--- src/rtl/renkon_layer_seq.sv ---
// Purpose : per-layer sequencer feeding the renkon conv-engine controller from a host-written layer table.
// Latency : start -> req in 2 cycles; ack -> next req in 2 cycles, or done in 1 cycle.
// Backpr. : one req per layer; the sequencer holds in WAIT until the controller acks. abort cancels at once.
// Ports   : clk/xrst (sync, active-high); prm_* table write port; num_layers/start/abort control;
//           ack in / req out handshake; per-layer config outputs (offsets, geometry, enables);
//           busy, layer_idx, done and aborted status.
module renkon_layer_seq #(
   parameter  int N_LAYER = 16,
   parameter  int LWIDTH  = 16,
   parameter  int MEMSIZE = 12,
   parameter  int NETSIZE = 11,
   localparam int IW      = $clog2(N_LAYER),
   localparam int NW      = IW + 1
) (
   input  logic               clk,
   input  logic               xrst,
   input  logic               prm_we,
   input  logic [IW-1:0]      prm_layer,
   input  logic [3:0]         prm_field,
   input  logic [31:0]        prm_wdata,
   input  logic [NW-1:0]      num_layers,
   input  logic               start,
   input  logic               abort,
   input  logic               ack,
   output logic               req,
   output logic [MEMSIZE-1:0] in_offset,
   output logic [MEMSIZE-1:0] out_offset,
   output logic [NETSIZE-1:0] net_offset,
   output logic [LWIDTH-1:0]  total_in,
   output logic [LWIDTH-1:0]  total_out,
   output logic [LWIDTH-1:0]  img_height,
   output logic [LWIDTH-1:0]  img_width,
   output logic [LWIDTH-1:0]  conv_kern,
   output logic [LWIDTH-1:0]  conv_strid,
   output logic [LWIDTH-1:0]  conv_pad,
   output logic [LWIDTH-1:0]  pool_kern,
   output logic [LWIDTH-1:0]  pool_strid,
   output logic [LWIDTH-1:0]  pool_pad,
   output logic               bias_en,
   output logic               relu_en,
   output logic               pool_en,
   output logic               busy,
   output logic [IW-1:0]      layer_idx,
   output logic               done,
   output logic               aborted
);

   typedef struct packed {
      logic [MEMSIZE-1:0] in_off;
      logic [MEMSIZE-1:0] out_off;
      logic [NETSIZE-1:0] net_off;
      logic [LWIDTH-1:0]  total_in;
      logic [LWIDTH-1:0]  total_out;
      logic [LWIDTH-1:0]  height;
      logic [LWIDTH-1:0]  width;
      logic [LWIDTH-1:0]  conv_kern;
      logic [LWIDTH-1:0]  conv_strid;
      logic [LWIDTH-1:0]  conv_pad;
      logic [2:0]         flags;      // {pool, relu, bias}
      logic [LWIDTH-1:0]  pool_kern;
      logic [LWIDTH-1:0]  pool_strid;
      logic [LWIDTH-1:0]  pool_pad;
   } layer_t;

   typedef enum logic [2:0] {S_IDLE, S_LOAD, S_REQ, S_WAIT, S_DONE} state_t;

   state_t          state_q, state_d;
   logic [IW-1:0]   idx_q, idx_d;
   logic [NW-1:0]   n_q, n_d;
   logic            aborted_q, aborted_d;
   logic            load_en;
   layer_t          cfg_q;
   layer_t          tbl_q [N_LAYER];
   logic            wr_en;
   logic            unused_wdata;

   // Only the low bits of prm_wdata are ever stored; wider values are truncated.
   assign unused_wdata = ^prm_wdata;

   // The row currently being run is frozen so a running layer never sees a torn config.
   assign wr_en = prm_we && !(busy && (prm_layer == idx_q));

   // Table is plain storage with no reset: contents are undefined until the host writes them.
   always_ff @(posedge clk) begin
      if (wr_en) begin
         case (prm_field)
            4'd0:  tbl_q[prm_layer].in_off     <= prm_wdata[MEMSIZE-1:0];
            4'd1:  tbl_q[prm_layer].out_off    <= prm_wdata[MEMSIZE-1:0];
            4'd2:  tbl_q[prm_layer].net_off    <= prm_wdata[NETSIZE-1:0];
            4'd3:  tbl_q[prm_layer].total_in   <= prm_wdata[LWIDTH-1:0];
            4'd4:  tbl_q[prm_layer].total_out  <= prm_wdata[LWIDTH-1:0];
            4'd5:  tbl_q[prm_layer].height     <= prm_wdata[LWIDTH-1:0];
            4'd6:  tbl_q[prm_layer].width      <= prm_wdata[LWIDTH-1:0];
            4'd7:  tbl_q[prm_layer].conv_kern  <= prm_wdata[LWIDTH-1:0];
            4'd8:  tbl_q[prm_layer].conv_strid <= prm_wdata[LWIDTH-1:0];
            4'd9:  tbl_q[prm_layer].conv_pad   <= prm_wdata[LWIDTH-1:0];
            4'd10: tbl_q[prm_layer].flags      <= prm_wdata[2:0];
            4'd11: tbl_q[prm_layer].pool_kern  <= prm_wdata[LWIDTH-1:0];
            4'd12: tbl_q[prm_layer].pool_strid <= prm_wdata[LWIDTH-1:0];
            4'd13: tbl_q[prm_layer].pool_pad   <= prm_wdata[LWIDTH-1:0];
            default: ;
         endcase
      end
   end

   always_comb begin
      state_d   = state_q;
      idx_d     = idx_q;
      n_d       = n_q;
      aborted_d = 1'b0;
      load_en   = 1'b0;
      if (abort && (state_q != S_IDLE)) begin
         // abort wins over any same-cycle ack, so idx is not advanced.
         state_d   = S_IDLE;
         aborted_d = 1'b1;
      end else begin
         case (state_q)
            S_IDLE: if (start) begin
               state_d = S_LOAD;
               idx_d   = '0;
               n_d     = (num_layers > NW'(N_LAYER)) ? NW'(N_LAYER) : num_layers;
            end
            // An empty sequence passes through LOAD without touching the config outputs.
            S_LOAD: if (n_q == '0) begin
               state_d = S_DONE;
            end else begin
               load_en = 1'b1;
               state_d = S_REQ;
            end
            S_REQ:  state_d = S_WAIT;
            S_WAIT: if (ack) begin
               if ({1'b0, idx_q} == (n_q - NW'(1))) begin
                  state_d = S_DONE;
               end else begin
                  idx_d   = idx_q + IW'(1);
                  state_d = S_LOAD;
               end
            end
            S_DONE: state_d = S_IDLE;
            default: state_d = S_IDLE;
         endcase
      end
   end

   always_ff @(posedge clk) begin
      if (xrst) begin
         state_q   <= S_IDLE;
         idx_q     <= '0;
         n_q       <= '0;
         aborted_q <= 1'b0;
         cfg_q     <= '0;
      end else begin
         state_q   <= state_d;
         idx_q     <= idx_d;
         n_q       <= n_d;
         aborted_q <= aborted_d;
         if (load_en) cfg_q <= tbl_q[idx_q];
      end
   end

   // abort suppresses the pulses of the cycle it arrives in.
   assign req        = (state_q == S_REQ)  && !abort;
   assign done       = (state_q == S_DONE) && !abort;
   assign busy       = (state_q != S_IDLE);
   assign aborted    = aborted_q;
   assign layer_idx  = idx_q;

   assign in_offset  = cfg_q.in_off;
   assign out_offset = cfg_q.out_off;
   assign net_offset = cfg_q.net_off;
   assign total_in   = cfg_q.total_in;
   assign total_out  = cfg_q.total_out;
   assign img_height = cfg_q.height;
   assign img_width  = cfg_q.width;
   assign conv_kern  = cfg_q.conv_kern;
   assign conv_strid = cfg_q.conv_strid;
   assign conv_pad   = cfg_q.conv_pad;
   assign pool_kern  = cfg_q.pool_kern;
   assign pool_strid = cfg_q.pool_strid;
   assign pool_pad   = cfg_q.pool_pad;
   assign bias_en    = cfg_q.flags[0];
   assign relu_en    = cfg_q.flags[1];
   assign pool_en    = cfg_q.flags[2];

endmodule
--- config.mk ---
export PLATFORM = sky130hd
export DESIGN_NAME = renkon_layer_seq
export DESIGN_NICKNAME = d
export VERILOG_FILES = /design/src/rtl/renkon_layer_seq.sv
export SDC_FILE = /design/constraint.sdc
export NUM_CORES = 2
export LEC_CHECK = 0
export ABC_AREA = 1
export BUFFER_PORTS_ARGS = -buffer_cell sky130_fd_sc_hd__buf_4
export CORE_MARGIN = 2
export CORE_UTILIZATION = 45
export DETAILED_ROUTE_END_ITERATION = 7
export PLACE_DENSITY_LB_ADDON = 0.08
export SETUP_SLACK_MARGIN = 0.5
export SKIP_CTS_REPAIR_TIMING = 1
export SLEW_MARGIN = 10
export SYNTH_ARGS = -nofsm -noshare
export SYNTH_HDL_FRONTEND = slang
export SYNTH_SLANG_ARGS = --single-unit
--- constraint.sdc ---
create_clock -name clk -period 4.48 [get_ports clk]
set_clock_uncertainty 0.2 [all_clocks]
set_input_delay 0.224 -clock clk [delete_from_list [all_inputs] [get_ports clk]]
set_output_delay 0.224 -clock clk [all_outputs]
set_load 0.005 [all_outputs]
# After elaboration in Yosys (flattened, before gate mapping)
# Memory sizes are Yosys's and may differ from the RTL's. A register that Yosys moved wholly into a read port is not among the register bits.
# Cells that the tools add are included.
dict set report word_totals {
  wordCells 103
  register_bits 13
  ramBits 3168
  mem_count 1
  in_bits 51
}
dict set report classes {
  mux 56
  addsub 2
  magnitude_cmp 1
  bitwise_logic 1
  n_reduce_logical 16
  n_eq_ne 22
}
# memory words width rd rd_ports_with_merged_regs write_ports line_no
set mem_list {}
lappend mem_list {tbl_q 16 198 1 1 1 73} ;# layer_t tbl_q [N_LAYER];
# operator n
set op_table {}
lappend op_table {{1-bit 2-to-1 mux} 46}
lappend op_table {{4-bit == test (second input constant)} 6}
lappend op_table {{4-bit by 3-bit == test with 1-bit output (second input constant)} 4}
lappend op_table {{3-bit 2-to-1 mux} 4}
lappend op_table {{4-bit 2-to-1 mux} 3}
lappend op_table {{3-bit one-hot mux with 4 select lines} 1}
lappend op_table {{4-bit by 2-bit == test with 1-bit output (second input constant)} 2}
lappend op_table {{4-bit one-hot mux with 2 select lines} 1}
lappend op_table {{3-bit by 2-bit == test with 1-bit output (second input constant)} 2}
lappend op_table {{2-bit != test (second input constant)} 3}
lappend op_table {{4-bit by 5-bit == test with 1-bit output} 1}
lappend op_table {{5-bit > comparator (second input constant)} 1}
lappend op_table {{1-bit logical AND} 5}
lappend op_table {{5-bit logical NOT} 1}
lappend op_table {{5-bit 2-to-1 mux} 1}
lappend op_table {{5-bit AND reduction} 1}
lappend op_table {{5-bit by 1-bit subtractor with 5-bit output (second input constant)} 1}
lappend op_table {{4-bit by 1-bit adder with 4-bit output (second input constant)} 1}
lappend op_table {{4-bit by 1-bit == test with 1-bit output (second input constant)} 1}
lappend op_table {{4-bit == test} 1}
lappend op_table {{4-bit logical NOT} 1}
lappend op_table {{3-bit by 1-bit == test with 1-bit output (second input constant)} 1}
lappend op_table {{3-bit == test (second input constant)} 1}
lappend op_table {{3-bit logical NOT} 1}
lappend op_table {{7 further kinds} 8}

# Depth between registers and ports, before layout
dict set report logic_depth {
  ltp_word 6
  depth_mapped 13
  ltp_nobuf 13
}

# Least setup slack after synthesis
# OpenSTA, ideal clock, no wires.
dict set report synth_timing {
  kind {register -> register}
  start {reg idx_q[0] (netlist: layer_idx[0])}
  end {mem tbl_q[10][0] in the netlist's numbering (enable)}
  path_buffers 4
  period_less_slack_ps 2749
  path_stages_with_launch 11
  arrival_time_ps 2160
  path_slack_ps 1731
  cell_sequence {dfxtp_1 buf_4 buf_4 nand2_1 a21oi_1 nand3_1 o21a_1 buf_4 nand2_2 buf_4 nor2_1}
}
dict set report synth_via {
  elab_chain_len 6
}
# element line_no
set synth_lines {}
lappend synth_lines {{from (decl)} 68} ;# logic [IW-1:0] idx_q, idx_d;
lappend synth_lines {{from (signal assigned)} 154} ;# idx_q <= idx_d;
lappend synth_lines {{4-bit == test} 81} ;# assign wr_en = prm_we && !(busy && (prm_layer == idx_q));
lappend synth_lines {{1-bit logical AND} 81}
lappend synth_lines {{1-bit logical NOT} 81}
lappend synth_lines {{1-bit logical AND} 81}
lappend synth_lines {{1-bit 2-to-1 mux} 85} ;# if (wr_en) begin
lappend synth_lines {{1-bit 2-to-1 mux (implied by the code)} 100} ;# 4'd13: tbl_q[prm_layer].pool_pad <= prm_wdata[LWIDTH-1:0];
lappend synth_lines {{to (decl)} 73}
# No other way between the ends.

# Worst setup path after layout
dict set report layout_timing {
  start {reg idx_q[1] (netlist: layer_idx[1])}
  end {mem tbl_q[5][93] in the netlist's numbering (enable)}
}
dict set report layout_via {
  elab_chain_len 6
}
# element line_no
set layout_lines {}
lappend layout_lines {{4-bit == test} 81}
lappend layout_lines {{1-bit logical AND} 81}
lappend layout_lines {{1-bit logical NOT} 81}
lappend layout_lines {{1-bit logical AND} 81}
lappend layout_lines {{1-bit 2-to-1 mux} 85}
lappend layout_lines {{1-bit 2-to-1 mux (implied by the code)} 94} ;# 4'd7: tbl_q[prm_layer].conv_kern <= prm_wdata[LWIDTH-1:0];
# No other way between the ends.

==> results.py <==
metrics = {
    "floorplan": {
        "die_y_um": 547.8,
        "dieArea_um2": 300100,
        "fp.coreArea_um2": 294100,
        "io-pin-count": 257,
        "chipWidth_um": 547.8,
        "rows": 199,
        "initial_core_util": 0.4526,
    },
    "clock_tree": {
        "htree_levels": 5,
        "clock_latency_ps": 920,
        "numCtsBuffers": 361,
        "clkTransAtPathRegs_ps": 60,
        "clock-sinks": 3379,
        "clockBufferDepth": 4,
        "root_buffer": "clkbuf_16",
        "cts_tree": "built",
    },
    "global_routing": {
        "grt_pass1_wl_um": 569000,
        "grt-ovfl-total": 0,
        "grtUsageTotal": 0.2566,
        "antenna_found_initial": 13,
        "grt_max_degree": 246,
        "grt_pass1_vias": 81740,
    },
    "timing": {
        "hold_viol_final": 0,
        "fin_crit_sh": 0.8246,
        "fmax_mhz": 270.7,
        "holdWs_ps": 27.81,
        "rsz0062_at_grt": "false",
        "worst_pin_slew_ps": 1221,
        "slew_violations": 0,
        "fin_ws_ps": 785.8,
        "post-route-min-period_ps": 3694,
        "slew_headroom": 0.1858,
        "finalSetupTns_ps": 0,
        "setup_violations": 0,
    },
    "yosys": {
        "syn_area_um2": 133100,
        "synth_top_area_frac": 0.7148,
        "ys_ff_latch": 3379,
        "syn_nets": 10800,
        "yosysSeqAreaShare": 0.7465,
        "syn_avg_cell_area_um2": 12.38,
        "ys.warnings.count": 0,
        "netlist_instances": 10750,
        "synth_area_leaders": "edfxtp_1 (71%), nor2_1 (7.4%), o21ai_0 (5.3%)",
        "synth_cell_types": 35,
        "yosysTopAreaCell": "edfxtp_1",
    },
    "flow_run": {
        "cap_violations": 0,
    },
    "critical_path": {
        "endpoint_kind": "flop",
        "slowest_delay_ps": 780,
        "worst_setup_path_start_kind": "flop",
        "crit_path_max_fanout": 30,
        "worstPathCellList": "xor2_1 -> a21oi_1 -> nand3_1 -> o21a_1 -> nand2_1 -> nor2_1 -> buf_4",
        "worstPathRequired_ps": 4880,
        "cp_slowest_cell": "nand2_1",
        "critical_path_class": "reg -> reg",
        "reg2reg_setup_slack_ps": 790,
        "r2r.worst_path.cells": 7,
        "worstPathArrival_ps": 4100,
    },
    "placed_design": {
        "pre_cts_ws_ps": 749.0,
        "io_buffers": 240,
        "gp_congestion": 0.7761,
        "placed_cell_area_um2": 140500,
        "dp_hpwl_um": 209700,
    },
    "min_path": {
        "whs_path_depth": 1,
        "worst_hold_path_type": "in -> reg",
    },
    "route": {
        "viasPerCell": 5.657,
        "drt_iter0_markers": 9244,
        "drt_first_pass_iters": 6,
        "routedWlPerCell_um": 25.83,
        "ant_nets": 0,
        "routed_wirelength_um": 394100,
        "vias": 86320,
        "post-route-drc-count": 0,
    },
    "run_status": {
        "outcome": "completed",
    },
    "power_and_ir_drop": {
        "comb_power_share": 0.236,
        "p_sw_w": 0.02690,
        "ir_worst_vdd_mv": 0.3925,
        "switching_share": 0.3170,
        "clkPwrFrac": 0.346,
        "power_leakage_nw": 50.85,
        "p_int_w": 0.05796,
        "seq_power_share": 0.418,
        "power.density_nw_per_um2": 556.5,
        "total_power_w": 0.08486,
    },
    "finish": {
        "final_area_um2": 152500,
        "nNetsFinal": 11080,
        "n_fill_cell": 25140,
        "area_growth_syn_to_layout_pct": 14.59,
        "drive_above_1_share": 0.1139,
    },
}
## cells in the mapped netlist, drive strengths merged
master  number
o41ai        1
a21oi       51
clkinv       1
or2          1
edfxtp    3168
dfxtp      211
nand2      718
o21a         1
inv        218
o22ai       20
xnor2        2
buf        354
a22oi        1
o21ai     1409
nand4        2
nor4         1
nor2      2630
o211ai     670
xor2         2
clkbuf     403
ha           2
nand3      878
a211oi       2
nor3         3
o31ai        1
## cells by family (layout without fill, tap and decap cells)
kind of cell | count (synthesis) | after routing | share of synthesized area
and+or+nand+nor | 4233 | 4233 | 0.1281
xor gates and xnor gates | 4 | 4 | 0.0002633
buffers and inverters | 976 | 1561 | 0.03093
adders and majority gates | 2 | 2 | 0.0001880
AOI/OAI and AO/OA | 2156 | 2156 | 0.09402
DFF | 3379 | 3379 | 0.7465
other | 0 | 5 | 0
## metrics by stage
step / utilization / cells
after global routing: 0.5186 / 15260
after global placement: 0.4778 / 14540
final: 0.5186 / 15260
after CTS: 0.5171 / 15210
after floorplan: - / 10750
after detailed placement: 0.4778 / 14540
## cell type report
class	instances	area, µm²	area share
Clock buffer	488	9995	0.06553
Clock inverter	180	1585	0.01039
Tap cell	3919	4903	0.03215
Antenna cell	5	12.51	0.00008204
Sequential cell	3379	99370	0.6516
Timing Repair Buffer	674	5863	0.03844
Multi-Input combinational cell	6395	29930	0.1963
Inverter	219	849.6	0.005571
## registers in the layout, indices dropped and copies added (netlist names), 5 cells and up
name and count:
n_q 5, total_out 16, pool_pad 16, pool_strid 16
tbl_q 3168, in_offset 12, conv_pad 16, img_height 16
pool_kern 16, out_offset 12, total_in 16, conv_kern 16
img_width 16, conv_strid 16, net_offset 11
## power groups by stage
stage | combinational [W] | clock (W) | sequential [W]
2_1_floorplan | 0.0127 | 0 | 0.0360
3_3_place_gp | 0.0198 | 0 | 0.0362
3_5_place_dp | 0.0201 | 0 | 0.0362
4_1_cts | 0.0201 | 0.0299 | 0.0355
5_1_grt | 0.0222 | 0.0311 | 0.0355
6_report | 0.0200 | 0.0294 | 0.0355
## path summary, 6_finish.rpt
kind                        startpoint                   endpoint
max          layer_idx[1]$_SDFFE_PP0P_     tbl_q[5][93]$_DFFE_PP_
min                      prm_wdata[10]    tbl_q[15][77]$_DFFE_PP_
max reg2reg  layer_idx[1]$_SDFFE_PP0P_     tbl_q[5][93]$_DFFE_PP_
min reg2reg  total_in[11]$_SDFFE_PP0P_  total_in[11]$_SDFFE_PP0P_
## critical path, delay by kind of cell (launching register included)
family          cells  cell delay (ps)
xor+xnor            1              180
simple gates        3             1300
flops               1              650
buf+inv             1              310
compound gates      2              690
## routing by layer
layer	up-vias	global-route usage	routed length (µm)
met1	43690	0.3621	171100
met3	539	0.02982	23150
met2	2794	0.4198	187900
met5	-	0	0
met4	0	0.07495	11870
li1	39290	-	-
## cell usage in the layout (no fill, tap or decap), types with 3 or more instances in the layout
cell type | netlist | layout
o211ai_1 | 670 | 670
clkbuf_1 | 403 | 91
clkbuf_8 | 0 | 36
inv_6 | 0 | 10
inv_16 | 0 | 3
buf_4 | 25 | 566
nand2_2 | 10 | 26
a21oi_1 | 51 | 51
diode_2 | 0 | 5
clkbuf_16 | 0 | 372
dfxtp_4 | 0 | 4
clkinvlp_4 | 0 | 4
clkinv_2 | 0 | 67
dfxtp_1 | 211 | 207
dlygate4sd3_1 | 0 | 43
buf_12 | 0 | 48
nand2_1 | 708 | 692
inv_1 | 216 | 214
o21ai_0 | 1409 | 1409
nor2_2 | 1 | 109
o22ai_1 | 20 | 20
inv_8 | 0 | 3
nor2_1 | 2628 | 2520
clkinv_1 | 1 | 66
edfxtp_1 | 3168 | 3168
clkinv_8 | 0 | 4
bufinv_16 | 0 | 25
buf_6 | 2 | 5
nand3_1 | 877 | 877
Power figures use the tool's default switching activity.
